`src/rtl/apb_gpio_ctrl_if.sv`:
```
// APB3 bus bundle between the interconnect (master) and the GPIO sequencer (slave).
// Read data is 8 bits wide because the GPIO register file is 8 bits wide.
interface apb_gpio_ctrl_if #(
  parameter int unsigned ADDR_W = 8
) ();
  logic              psel;
  logic              penable;
  logic              pwrite;
  logic [ADDR_W-1:0] paddr;
  logic [7:0]        pwdata;
  logic [7:0]        prdata;
  logic              pready;
  logic              pslverr;

  modport master (
    output psel, penable, pwrite, paddr, pwdata,
    input  prdata, pready, pslverr
  );

  modport slave (
    input  psel, penable, pwrite, paddr, pwdata,
    output prdata, pready, pslverr
  );
endinterface

```
`src/rtl/apb_gpio_ctrl.sv`:
```
// APB3 slave that sequences register accesses onto the 8-bit GPIO BUSW/REGSEL bus.
// It shadows PCTL/DIR/PORT, because the GPIO read path only returns pin state.
module apb_gpio_ctrl #(
  parameter int unsigned RD_LAT = 1,
  parameter int unsigned ADDR_W = 8
) (
  input  logic            clk,
  input  logic            rst_n,
  apb_gpio_ctrl_if.slave  apb,
  output logic            gpio_busw,
  output logic [1:0]      gpio_regsel,
  output logic [7:0]      gpio_wdata,
  input  logic [7:0]      gpio_rdata,
  output logic            uart_mode
);

  localparam int unsigned CNT_W  = 3;
  localparam int unsigned DATA_W = 8;

  localparam logic [1:0] REG_PIN  = 2'b00;
  localparam logic [1:0] REG_PCTL = 2'b01;
  localparam logic [1:0] REG_DIR  = 2'b10;
  localparam logic [1:0] REG_PORT = 2'b11;

  // PCTL TX/RX enable forces these pins to outputs inside the GPIO block.
  localparam logic [DATA_W-1:0] DIR_UART = 8'h02;

  typedef enum logic [1:0] {
    IDLE    = 2'b00,
    WR      = 2'b01,
    RD_WAIT = 2'b10,
    RESP    = 2'b11
  } state_t;

  state_t state;
  state_t state_nx;

  logic [1:0]        sel_q;
  logic [DATA_W-1:0] wdata_q;
  logic [CNT_W-1:0]  cnt_q;

  logic              pctl_sh;
  logic [DATA_W-1:0] dir_sh;
  logic [DATA_W-1:0] port_sh;

  logic              setup;
  logic              addr_err;
  logic              dec_err;
  logic [1:0]        reg_sel;
  logic [DATA_W-1:0] shadow_rd;

  logic              pready_d;
  logic              pslverr_d;
  logic [DATA_W-1:0] prdata_d;
  logic              busw_d;
  logic [1:0]        regsel_d;
  logic [DATA_W-1:0] wdata_d;

  assign setup    = apb.psel & ~apb.penable;
  assign reg_sel  = apb.paddr[3:2];
  assign addr_err = (apb.paddr[ADDR_W-1:4] != '0) || (apb.paddr[1:0] != 2'b00);
  assign dec_err  = addr_err || (apb.pwrite && (reg_sel == REG_PIN));

  // Shadow read mux; PIN never reaches this path.
  always_comb begin
    shadow_rd = '0;
    case (reg_sel)
      REG_PCTL: shadow_rd = {(DATA_W-1)'(0), pctl_sh};
      REG_DIR:  shadow_rd = dir_sh;
      REG_PORT: shadow_rd = port_sh;
      default:  shadow_rd = '0;
    endcase
  end

  always_ff @(posedge clk) begin
    if (!rst_n) begin
      state <= IDLE;
    end else begin
      state <= state_nx;
    end
  end

  // Next state; dropping psel outside IDLE abandons the transfer silently.
  always_comb begin
    state_nx = state;
    case (state)
      IDLE: begin
        if (setup) begin
          if (dec_err) begin
            state_nx = RESP;
          end else if (apb.pwrite) begin
            state_nx = WR;
          end else if (reg_sel == REG_PIN) begin
            state_nx = RD_WAIT;
          end else begin
            state_nx = RESP;
          end
        end
      end
      WR: begin
        state_nx = apb.psel ? RESP : IDLE;
      end
      RD_WAIT: begin
        if (!apb.psel) begin
          state_nx = IDLE;
        end else if (cnt_q == CNT_W'(1)) begin
          state_nx = RESP;
        end
      end
      RESP: begin
        state_nx = IDLE;
      end
      default: begin
        state_nx = IDLE;
      end
    endcase
  end

  // Output values for the next cycle; every bus output is a flop.
  always_comb begin
    pready_d  = (state_nx == RESP);
    pslverr_d = 1'b0;
    prdata_d  = '0;
    busw_d    = 1'b0;
    regsel_d  = 2'b00;
    wdata_d   = '0;
    case (state)
      IDLE: begin
        if (setup) begin
          if (dec_err) begin
            pslverr_d = 1'b1;
          end else if (apb.pwrite) begin
            busw_d   = 1'b1;
            regsel_d = reg_sel;
            wdata_d  = apb.pwdata;
          end else if (reg_sel != REG_PIN) begin
            prdata_d = shadow_rd;
          end
        end
      end
      RD_WAIT: begin
        if (state_nx == RESP) begin
          prdata_d = gpio_rdata;
        end
      end
      default: begin
      end
    endcase
  end

  always_ff @(posedge clk) begin
    if (!rst_n) begin
      apb.pready  <= 1'b0;
      apb.pslverr <= 1'b0;
      apb.prdata  <= '0;
      gpio_busw   <= 1'b0;
      gpio_regsel <= 2'b00;
      gpio_wdata  <= '0;
    end else begin
      apb.pready  <= pready_d;
      apb.pslverr <= pslverr_d;
      apb.prdata  <= prdata_d;
      gpio_busw   <= busw_d;
      gpio_regsel <= regsel_d;
      gpio_wdata  <= wdata_d;
    end
  end

  // Setup-phase capture and read-latency countdown.
  always_ff @(posedge clk) begin
    if (!rst_n) begin
      sel_q   <= 2'b00;
      wdata_q <= '0;
      cnt_q   <= '0;
    end else begin
      if ((state == IDLE) && setup) begin
        sel_q   <= reg_sel;
        wdata_q <= apb.pwdata;
        cnt_q   <= CNT_W'(RD_LAT);
      end else if (state == RD_WAIT) begin
        cnt_q <= cnt_q - CNT_W'(1);
      end
    end
  end

  // Shadows commit at the end of the strobe cycle, even if the master aborts.
  always_ff @(posedge clk) begin
    if (!rst_n) begin
      pctl_sh <= 1'b0;
      dir_sh  <= '0;
      port_sh <= '0;
    end else if (state == WR) begin
      case (sel_q)
        REG_PCTL: begin
          pctl_sh <= wdata_q[0];
          if (wdata_q[0]) begin
            dir_sh <= DIR_UART;
          end
        end
        REG_DIR:  dir_sh  <= wdata_q;
        REG_PORT: port_sh <= wdata_q;
        default: begin
        end
      endcase
    end
  end

  assign uart_mode = pctl_sh;

endmodule

```
`src/flat_wrapper.sv`:
```
// flat-port wrapper written by rule: the top's interface ports become plain ports
module apb_gpio_ctrl_flat 
#(
  parameter int unsigned RD_LAT = 1,
  parameter int unsigned ADDR_W = 8
)
  (clk, rst_n, gpio_busw, gpio_regsel, gpio_wdata, gpio_rdata, uart_mode, apb_psel, apb_penable, apb_pwrite, apb_paddr, apb_pwdata, apb_prdata, apb_pready, apb_pslverr);
  apb_gpio_ctrl_if #(.ADDR_W(ADDR_W)) apb_i ();
  input  logic clk;
  input  logic rst_n;
  output logic gpio_busw;
  output logic [1:0] gpio_regsel;
  output logic [7:0] gpio_wdata;
  input  logic [7:0] gpio_rdata;
  output logic uart_mode;
  input wire logic [$bits(apb_i.psel)-1:0] apb_psel;
  input wire logic [$bits(apb_i.penable)-1:0] apb_penable;
  input wire logic [$bits(apb_i.pwrite)-1:0] apb_pwrite;
  input wire logic [$bits(apb_i.paddr)-1:0] apb_paddr;
  input wire logic [$bits(apb_i.pwdata)-1:0] apb_pwdata;
  output wire logic [$bits(apb_i.prdata)-1:0] apb_prdata;
  output wire logic [$bits(apb_i.pready)-1:0] apb_pready;
  output wire logic [$bits(apb_i.pslverr)-1:0] apb_pslverr;
  assign apb_i.psel = apb_psel;
  assign apb_i.penable = apb_penable;
  assign apb_i.pwrite = apb_pwrite;
  assign apb_i.paddr = apb_paddr;
  assign apb_i.pwdata = apb_pwdata;
  assign apb_prdata = apb_i.prdata;
  assign apb_pready = apb_i.pready;
  assign apb_pslverr = apb_i.pslverr;
  apb_gpio_ctrl #(.RD_LAT(RD_LAT), .ADDR_W(ADDR_W)) u_core (.clk(clk), .rst_n(rst_n), .apb(apb_i), .gpio_busw(gpio_busw), .gpio_regsel(gpio_regsel), .gpio_wdata(gpio_wdata), .gpio_rdata(gpio_rdata), .uart_mode(uart_mode));
endmodule
```
`config.mk`:
```
export PLATFORM = sky130hd
export DESIGN_NAME = apb_gpio_ctrl_flat
export DESIGN_NICKNAME = d
export VERILOG_FILES = /design/src/rtl/apb_gpio_ctrl_if.sv /design/src/rtl/apb_gpio_ctrl.sv /design/src/flat_wrapper.sv
export SDC_FILE = /design/constraint.sdc
export NUM_CORES = 1
export LEC_CHECK = 0
export CORE_ASPECT_RATIO = 2
export CORE_MARGIN = 3
export CORE_UTILIZATION = 49
export DETAILED_ROUTE_END_ITERATION = 8
export HOLD_SLACK_MARGIN = 0.08
export PLACE_DENSITY = 0.86
export RECOVER_POWER = 100
export SETUP_SLACK_MARGIN = 0.2
export SYNTH_ARGS = -nofsm -noshare
export SYNTH_HDL_FRONTEND = slang
export SYNTH_SLANG_ARGS = --single-unit
```
`constraint.sdc`:
```
create_clock -name clk -period 1.8 [get_ports clk]
set_input_delay 0.36 -clock clk [delete_from_list [all_inputs] [get_ports clk]]
set_output_delay 0.36 -clock clk [all_outputs]
set_load 0.005 [all_outputs]
```
==> results of run 1 <==
-- placed cells by master (no fill, tap or decap), types with 2 or more instances in the layout --
| master | n |
|---|---|
| nand2_1 | 55 |
| dfxtp_1 | 53 |
| a21boi_0 | 23 |
| clkdlybuf4s50_1 | 22 |
| dlygate4sd3_1 | 22 |
| buf_4 | 12 |
| o21ai_0 | 10 |
| and2_1 | 8 |
| mux2i_1 | 8 |
| nand2b_1 | 6 |
| nor2_1 | 6 |
| nand3_1 | 6 |
| nor2b_1 | 5 |
| clkbuf_8 | 5 |
| dlygate4sd2_1 | 4 |
| inv_1 | 3 |
| and3_1 | 3 |
| clkbuf_1 | 3 |
| nand4b_1 | 2 |
| and2_0 | 2 |
| and3b_1 | 2 |
| a21oi_1 | 2 |
| a21boi_1 | 2 |
| ha_1 | 2 |
| clkinvlp_4 | 2 |
| dlymetal6s2s_1 | 2 |
| clkbuf_4 | 2 |
-- sequential cells by signal, indices dropped and copies added (netlist names), 2 cells and up --
register            count
u_core.apb.prdata       8
u_core.wdata_q          8
u_core.sel_q            2
u_core.state            2
u_core.cnt_q            3
u_core.gpio_regsel      2
u_core.dir_sh           8
u_core.port_sh          8
u_core.gpio_wdata       8
-- report_power, final --
group	leakage [nW]	switching (mW)	total, mW	internal, mW
registers	0.429	0.0258	1.22	1.20
logic	0.697	0.101	0.221	0.119
clock network	0.0374	0.378	0.653	0.274
total	1.16	0.505	2.10	1.59
-- final cells by class --
cell class / count / area share
tap: 52 / 0.0228
clock inverter: 2 / 0.00526
inverter: 3 / 0.00395
clock buffer: 6 / 0.0254
sequential: 53 / 0.372
timing repair buffer: 67 / 0.217
multi-input combinational: 165 / 0.354
-- how the worst max path moves through the flow --
| stage | from | to | slack, ps | cells after the start |
|---|---|---|---|---|
| floorplan | apb_penable | u_core.cnt_q[1] | 440 | 5 |
| global placement | apb_paddr[1] | u_core.gpio_wdata[7] | -150 | 6 |
| detailed placement | apb_paddr[1] | u_core.gpio_wdata[7] | -180 | 6 |
| CTS | apb_paddr[1] | u_core.gpio_regsel[1] | 200 | 7 |
| global route | apb_penable | u_core.gpio_wdata[1] | 100 | 5 |
| finish | u_core.uart_mode | uart_mode | 190 | 1 |
-- cell families after synthesis --
group | count (synthesis) | share of synthesized area
AND/OR/NAND/NOR | 108 | 0.265
flip-flops | 53 | 0.495
AO/OA/AOI/OAI | 44 | 0.142
buffers and inverters | 14 | 0.0350
multiplexers | 9 | 0.0426
XOR/XNOR | 2 | 0.00817
adder cells (fa/ha/maj) | 2 | 0.0117
-- tightest hold or removal path, delay by kind of cell --
kind                   cells  cell delay, ps
AOI/OAI and AO/OA          1             100
buffers and inverters      3             280
-- repair_timing --
| action | CTS | global route |
|---|---|---|
| gates cloned | 1 | 0 |
| resized for setup | 7 | 6 |
| pin swaps | 3 | 3 |
| setup buffers | 3 | 0 |
| endpoints found under the hold margin | 0 | 0 |
| setup endpoints to repair | 9 | 27 |
| hold buffers | 0 | 0 |
-- per-stage QoR --
stage	TNS [ps]	utilization
floorplan	0	-
global placement	-3310	0.658
detailed placement	-3930	0.658
CTS	0	0.686
global route	0	0.684
finish	0	0.684
-- routing by layer --
metal	up-vias	global-route usage	share of wire
met5	-	0	0
met4	0	0.122	0.037
met3	17	0.0360	0.038
met2	46	0.380	0.59
met1	839	0.177	0.34
li1	897	-	-
==> results.cfg, run 1 <==
[run_status]
status = completed

[cts]
cts-root-buf = clkbuf_8
cts_tree = done
clockBufferDepth = 2
clk_pin_slew_worst_paths_ps = 90
cts_htree_levels = 2
worstSkewPairLatency_ps = 300
numCtsBuffers = 5
clock_sinks = 53

[worst_hold_path]
hold_depth = 4
worstHoldEndpoint = u_core.state[0]
hp-start = apb_psel
hp-class = input pin to register

[setup_path]
r2r_start = u_core.state[1]
r2r_cells = 4
critPathLaunchType = register
crit_path_end_kind = output pin
r2r_slack_ps = 240
critPathArrivalTime_ps = 1250
cp_slowest_cell = dlygate4sd3_1
cp_slowest_stage_delay_ps = 580
crit_type = register to output pin
r2r-end = u_core.gpio_wdata[7]
cp.required_ps = 1440
cp_num_buf_inv = 1
path_delay_family = buffers and inverters
cp_max_fo = 3
cp_cell_sequence = dlygate4sd3_1

[placement]
dpl_cell_area_um2 = 2740
gp_congestion = 0.815
pre_cts_ws_ps = -180
dp.cells = 336
place_hpwl_mm = 3.57
port_buffers = 50

[power]
vdd_drop_max_v = 0.000713
leakagePower_nw = 1.16
power_mw = 2.10
p_per_area_nw_per_um2 = 734

[logic_synthesis]
synthesis.area_um2 = 2140
syn-num-nets = 263
synth-main-ff-cell = dfxtp_1
async_flop_share = 0
ys_top_cells_by_area = dfxtp_1 (49%), nand2_1 (9.6%), a21boi_0 (4.9%)
synthDistinctLibCells = 43
yosysMostFrequentCell = nand2_1
yosys.area.top_type = dfxtp_1
synthCells = 232
synth_edf_count = 0
yosysWarnings = 0
ys_ff_latch = 53
avgSynthCellArea_um2 = 9.24
synth.cells.most_frequent = nand2_1 (55), dfxtp_1 (53), a21boi_0 (14), a21boi_1 (11)
seq_area_frac_synth = 0.495
synth_top_area_share = 0.495

[sta]
fin_crit_sh = 0.896
worst_slew_pin_slew_ps = 507
finalClockSkew_ps = 6.58
slew_violations = 0
max_freq_ghz = 0.620
hold_slack_ps = 457
layout_min_cycle_time_ps = 1610
setup_slack_ps = 187
slew_headroom = 0.660
hold_viol = 0
rsz0062_at_grt = true
setup_viol = 0

[final_layout]
finalInstanceArea_um2 = 2850
fillCellCount = 334
antenna_cells = 0
final-seq-area_um2 = 1060
layout-drive-gt1-share = 0.105
fin_nets = 326
multiInputGateArea_um2 = 1010
fin_cells = 348
syn2layout_area_growth_pct = 33.1

[floorplan]
num_rows = 33
die_w_um = 52.8
start_util = 0.514
die_area_um2 = 5250
design.core.area_um2 = 4170
ios = 51
die_y_um = 99.6

[global_route]
grt_pass1_vias = 1829
grt_max_degree = 23
gr-total-overflow = 0
antenna_found_initial = 0
grt_pass1_wl_mm = 7.76
grt.total_usage = 0.199

[route]
via_count = 1799
drt_iter0_drc = 25
post_drt_wl_per_cell_um = 13.5
wl_mm = 4.69
via_per_inst = 5.17
drc = 0
antenna_left = 0
dr.pass1.iters = 4

[run]
drv_cap = 0
No activity file was read; power rests on OpenSTA's default activity.
==> run 2: changes to the inputs <==
--- a/config.mk
+++ b/config.mk
@@ -6,8 +6,8 @@
 export NUM_CORES = 1
 export LEC_CHECK = 0
 export CORE_ASPECT_RATIO = 2
-export CORE_MARGIN = 3
 export CORE_UTILIZATION = 49
+export CTS_CLUSTER_DIAMETER = 50
 export DETAILED_ROUTE_END_ITERATION = 8
 export HOLD_SLACK_MARGIN = 0.08
 export PLACE_DENSITY = 0.86
==> results.cfg, run 2 (synthesis gave the netlist of run 1 again) <==
[final_layout]
antenna_cells = 0
fillCellCount = 343
syn2layout_area_growth_pct = 31.8
fin_nets = 322
final-seq-area_um2 = 1060
multiInputGateArea_um2 = 1010
layout-drive-gt1-share = 0.0897
final_util = 0.685
fin_cells = 342
final_common_cell = nand2_1
finalInstanceArea_um2 = 2830
final_cell_mix = nand2_1 (55), dfxtp_1 (53), a21boi_0 (25)

[placement]
dp.cells = 334
gp_congestion = 0.806
pre_cts_ws_ps = -137
dpl_cell_area_um2 = 2730
port_buffers = 50
place_hpwl_mm = 3.39

[power]
pwr-share-comb = 0.109
power_mw = 2.06
power.switching_uw = 480
leakagePower_nw = 1.16
vdd_drop_max_v = 0.000615
p_seq_frac = 0.595
p_per_area_nw_per_um2 = 727
swShare = 0.234
pwr-share-clk = 0.297
p_int_mw = 1.58

[sta]
layout_min_cycle_time_ps = 1590
hold_slack_ps = 457
max_freq_ghz = 0.628
setup_viol = 0
hold_viol = 0
slew_violations = 0
fin_crit_sh = 0.885
rsz0062_at_grt = false
slew_headroom = 0.640
worst_slew_pin_slew_ps = 536
tns_ps = 0
finalClockSkew_ps = 4.32
setup_slack_ps = 207

[cts]
clockBufferDepth = 2
clock_sinks = 53
cts_htree_levels = 2
worstSkewPairLatency_ps = 300
cts_tree = done
postCtsSetupBuffers = 0
clk_pin_slew_worst_paths_ps = 90
numCtsBuffers = 5
cts-root-buf = clkbuf_8
ctsHoldBuffers = 0

[route]
drt_iter0_drc = 31
antenna_left = 0
via_per_inst = 5.26
wl_mm = 4.60
dr.pass1.iters = 4
drc = 0
post_drt_wl_per_cell_um = 13.4
via_count = 1799

[setup_path]
cp.required_ps = 1990
cp_slowest_stage_delay_ps = 430
cp_slowest_cell = or3b_1
critPathLaunchType = input pin
cp_cell_sequence = clkdlybuf4s50_1 > or3b_1 > or2_1 > nand2_1 > a21boi_0
crit_type = input pin to register
cp_max_fo = 11
critPathArrivalTime_ps = 1780
crit_path_end_kind = register

[floorplan]
die_y_um = 95.6
design.core.area_um2 = 4130
die_area_um2 = 4660
start_util = 0.519
die_w_um = 48.8
ios = 51
num_rows = 33

[global_route]
grt.total_usage = 0.212
gr-total-overflow = 0
grt_pass1_wl_mm = 7.43
grt_pass1_vias = 1742
grt_max_degree = 30
antenna_found_initial = 0

[worst_hold_path]
hp-class = input pin to register

[run]
drv_cap = 0

[run_status]
status = completed
run 2: path summary, 6_finish.rpt:
check	startpoint	slack, ps	depth (start not counted)	to
hold / removal	apb_psel	460	4	u_core.state[0]
setup reg to reg	u_core.sel_q[1]	240	5	u_core.dir_sh[1]
setup / recovery	apb_penable	210	5	u_core.sel_q[1]
hold reg to reg	u_core.port_sh[6]	470	2	u_core.port_sh[6]
run 2: layout make-up:
class | count | share of cell area
Sequential cell | 53 | 0.375
Multi-Input combinational cell | 165 | 0.356
Timing Repair Buffer | 63 | 0.215
Clock buffer | 5 | 0.0243
Tap cell | 52 | 0.0230
Inverter | 3 | 0.00398
Clock inverter | 1 | 0.00177
run 2: repair_timing:
| item | 4_1_cts | 5_1_grt |
|---|---|---|
| gates cloned | 0 | 2 |
| resized for setup | 3 | 9 |
| pin swaps | 0 | 5 |
| setup endpoints to repair | 11 | 27 |
run 2: power by group through the flow:
| stage | clock network (mW) | registers, mW | logic, mW |
|---|---|---|---|
| after floorplan | 0 | 1.24 | 0.123 |
| after CTS | 0.631 | 1.22 | 0.233 |
| after global placement | 0 | 1.25 | 0.222 |
| after global routing | 0.660 | 1.23 | 0.245 |
| final | 0.610 | 1.22 | 0.224 |
| after detailed placement | 0 | 1.25 | 0.228 |
run 2: critical path, delay by kind of cell:
kind	cells	cell delay, ps
AOI/OAI and AO/OA	1	90
buffers and inverters	1	390
and+or+nand+nor	3	940
run 2: routing by layer:
metal / track usage / wire length, um
met1: 0.183 / 1590
met2: 0.433 / 2690
met3: 0.0399 / 159
met4: 0.125 / 157
met5: 0 / 0
==> run 3: changes to the inputs <==
--- a/config.mk
+++ b/config.mk
@@ -13,6 +13,7 @@
 export PLACE_DENSITY = 0.86
 export RECOVER_POWER = 100
 export SETUP_SLACK_MARGIN = 0.2
+export SKIP_CTS_REPAIR_TIMING = 1
 export SYNTH_ARGS = -nofsm -noshare
 export SYNTH_HDL_FRONTEND = slang
 export SYNTH_SLANG_ARGS = --single-unit
==> results.cfg, run 3 (synthesis gave the netlist of run 1 again) <==
[placement]
gp_congestion = 0.806
dp.cells = 334
place_hpwl_mm = 3.39
port_buffers = 50

[global_route]
grt_pass1_wl_mm = 7.33
antenna_found_initial = 0
grt_max_degree = 30
grt.total_usage = 0.209
gr-total-overflow = 0
grt_pass1_vias = 1712

[sta]
finalClockSkew_ps = 3.60
worst_slew_pin_slew_ps = 548
slew_violations = 0
setup_viol = 0
layout_min_cycle_time_ps = 1590
max_freq_ghz = 0.629
rsz0062_at_grt = false
hold_viol = 0
hold_slack_ps = 457
slew_headroom = 0.632
fin_crit_sh = 0.884

[setup_path]
path_delay_family = buffers and inverters
cp_cell_sequence = dlygate4sd3_1
cp_slowest_stage_delay_ps = 570
cp_max_fo = 3
critPathArrivalTime_ps = 1230
cp_slowest_cell = dlygate4sd3_1
cp.required_ps = 1440
startpoint = u_core.uart_mode
r2r_start = u_core.sel_q[1]
critPathLaunchType = register
crit_path_end_kind = output pin
crit_type = register to output pin
cp_num_buf_inv = 1

[cts]
worstSkewPairLatency_ps = 300
numCtsBuffers = 5
cts_tree = done
clock_sinks = 53
clockBufferDepth = 2
cts_htree_levels = 2
cts-root-buf = clkbuf_8
clk_pin_slew_worst_paths_ps = 90

[floorplan]
die_y_um = 95.6
die_w_um = 48.8
die_area_um2 = 4660
start_util = 0.519
design.core.area_um2 = 4130
ios = 51
num_rows = 33

[power]
vdd_drop_max_v = 0.000633
leakagePower_nw = 1.18
p_per_area_nw_per_um2 = 727

[run_status]
status = completed

[final_layout]
fin_nets = 324
fin_cells = 344
layout-drive-gt1-share = 0.0993
final_cell_mix = nand2_1 (55), dfxtp_1 (53), a21boi_0 (25)
syn2layout_area_growth_pct = 32.1
final_common_cell = nand2_1
fillCellCount = 344
antenna_cells = 0

[route]
via_count = 1798
met2WireLength_mm = 2.82
via_per_inst = 5.23
antenna_left = 0
wl_met3_um = 136
routed.top_layer = met4
drc = 0
post_drt_wl_per_cell_um = 13.7
dr.pass1.iters = 4
met1Wirelength_mm = 1.62
drt_iter0_drc = 32
wl_mm = 4.70

[worst_hold_path]
hp-start = apb_psel
hp-class = input pin to register

[run]
drv_cap = 0
==> run 3: final timing paths <==
check	to	slack, ps	depth (start not counted)
worst max-delay path	uart_mode	210	1
worst min-delay path	u_core.state[0]	460	4
worst max register to register	u_core.dir_sh[1]	240	5
worst min register to register	u_core.port_sh[6]	470	2
==> run 3: area by class of cell <==
type / instances / area [um^2] / area share
flip-flops and latches: 53 / 1060 / 0.374
multi-input cells: 165 / 996 / 0.351
repair buffers: 65 / 627 / 0.221
clock buffers: 5 / 68.8 / 0.0243
well taps: 52 / 65.1 / 0.0230
inverters: 3 / 11.3 / 0.00397
clock inverters: 1 / 5.00 / 0.00177
==> run 3: worst reg2reg max path, stage by stage, from the launching register on <==
cell and delay [ps]:
dfxtp_1 380, nor2b_1 160, buf_4 160, o21ai_1 460, nand2b_1 110, and3_1 180
==> run 3: per-stage QoR <==
step | instance area (um^2) | utilization | setup slack [ps] | setup TNS (ps) | power (mW)
after CTS | 2800 | 0.679 | 177 | 0 | 2.08
final | 2830 | 0.686 | 209 | 0 | 2.06
after global routing | 2830 | 0.686 | 100 | 0 | 2.13
after floorplan | 2140 | - | 438 | 0 | 1.36
after detailed placement | 2730 | 0.661 | -137 | -3610 | 1.48
after global placement | 2730 | 0.661 | -109 | -2520 | 1.47
==> run 3: layer usage <==
metal  vias to the layer above  GRT usage
met5                         -          0
met4                         0      0.103
met3                         9     0.0383
met1                       846      0.183
li1                        895          -
met2                        48      0.433
==> run 3: power breakdown <==
group	leakage, nW	internal [mW]	total [mW]	switching, mW
Clock	0.0399	0.257	0.612	0.355
Combinational	0.716	0.124	0.226	0.102
Sequential	0.429	1.20	1.22	0.0253
Total	1.18	1.58	2.06	0.483
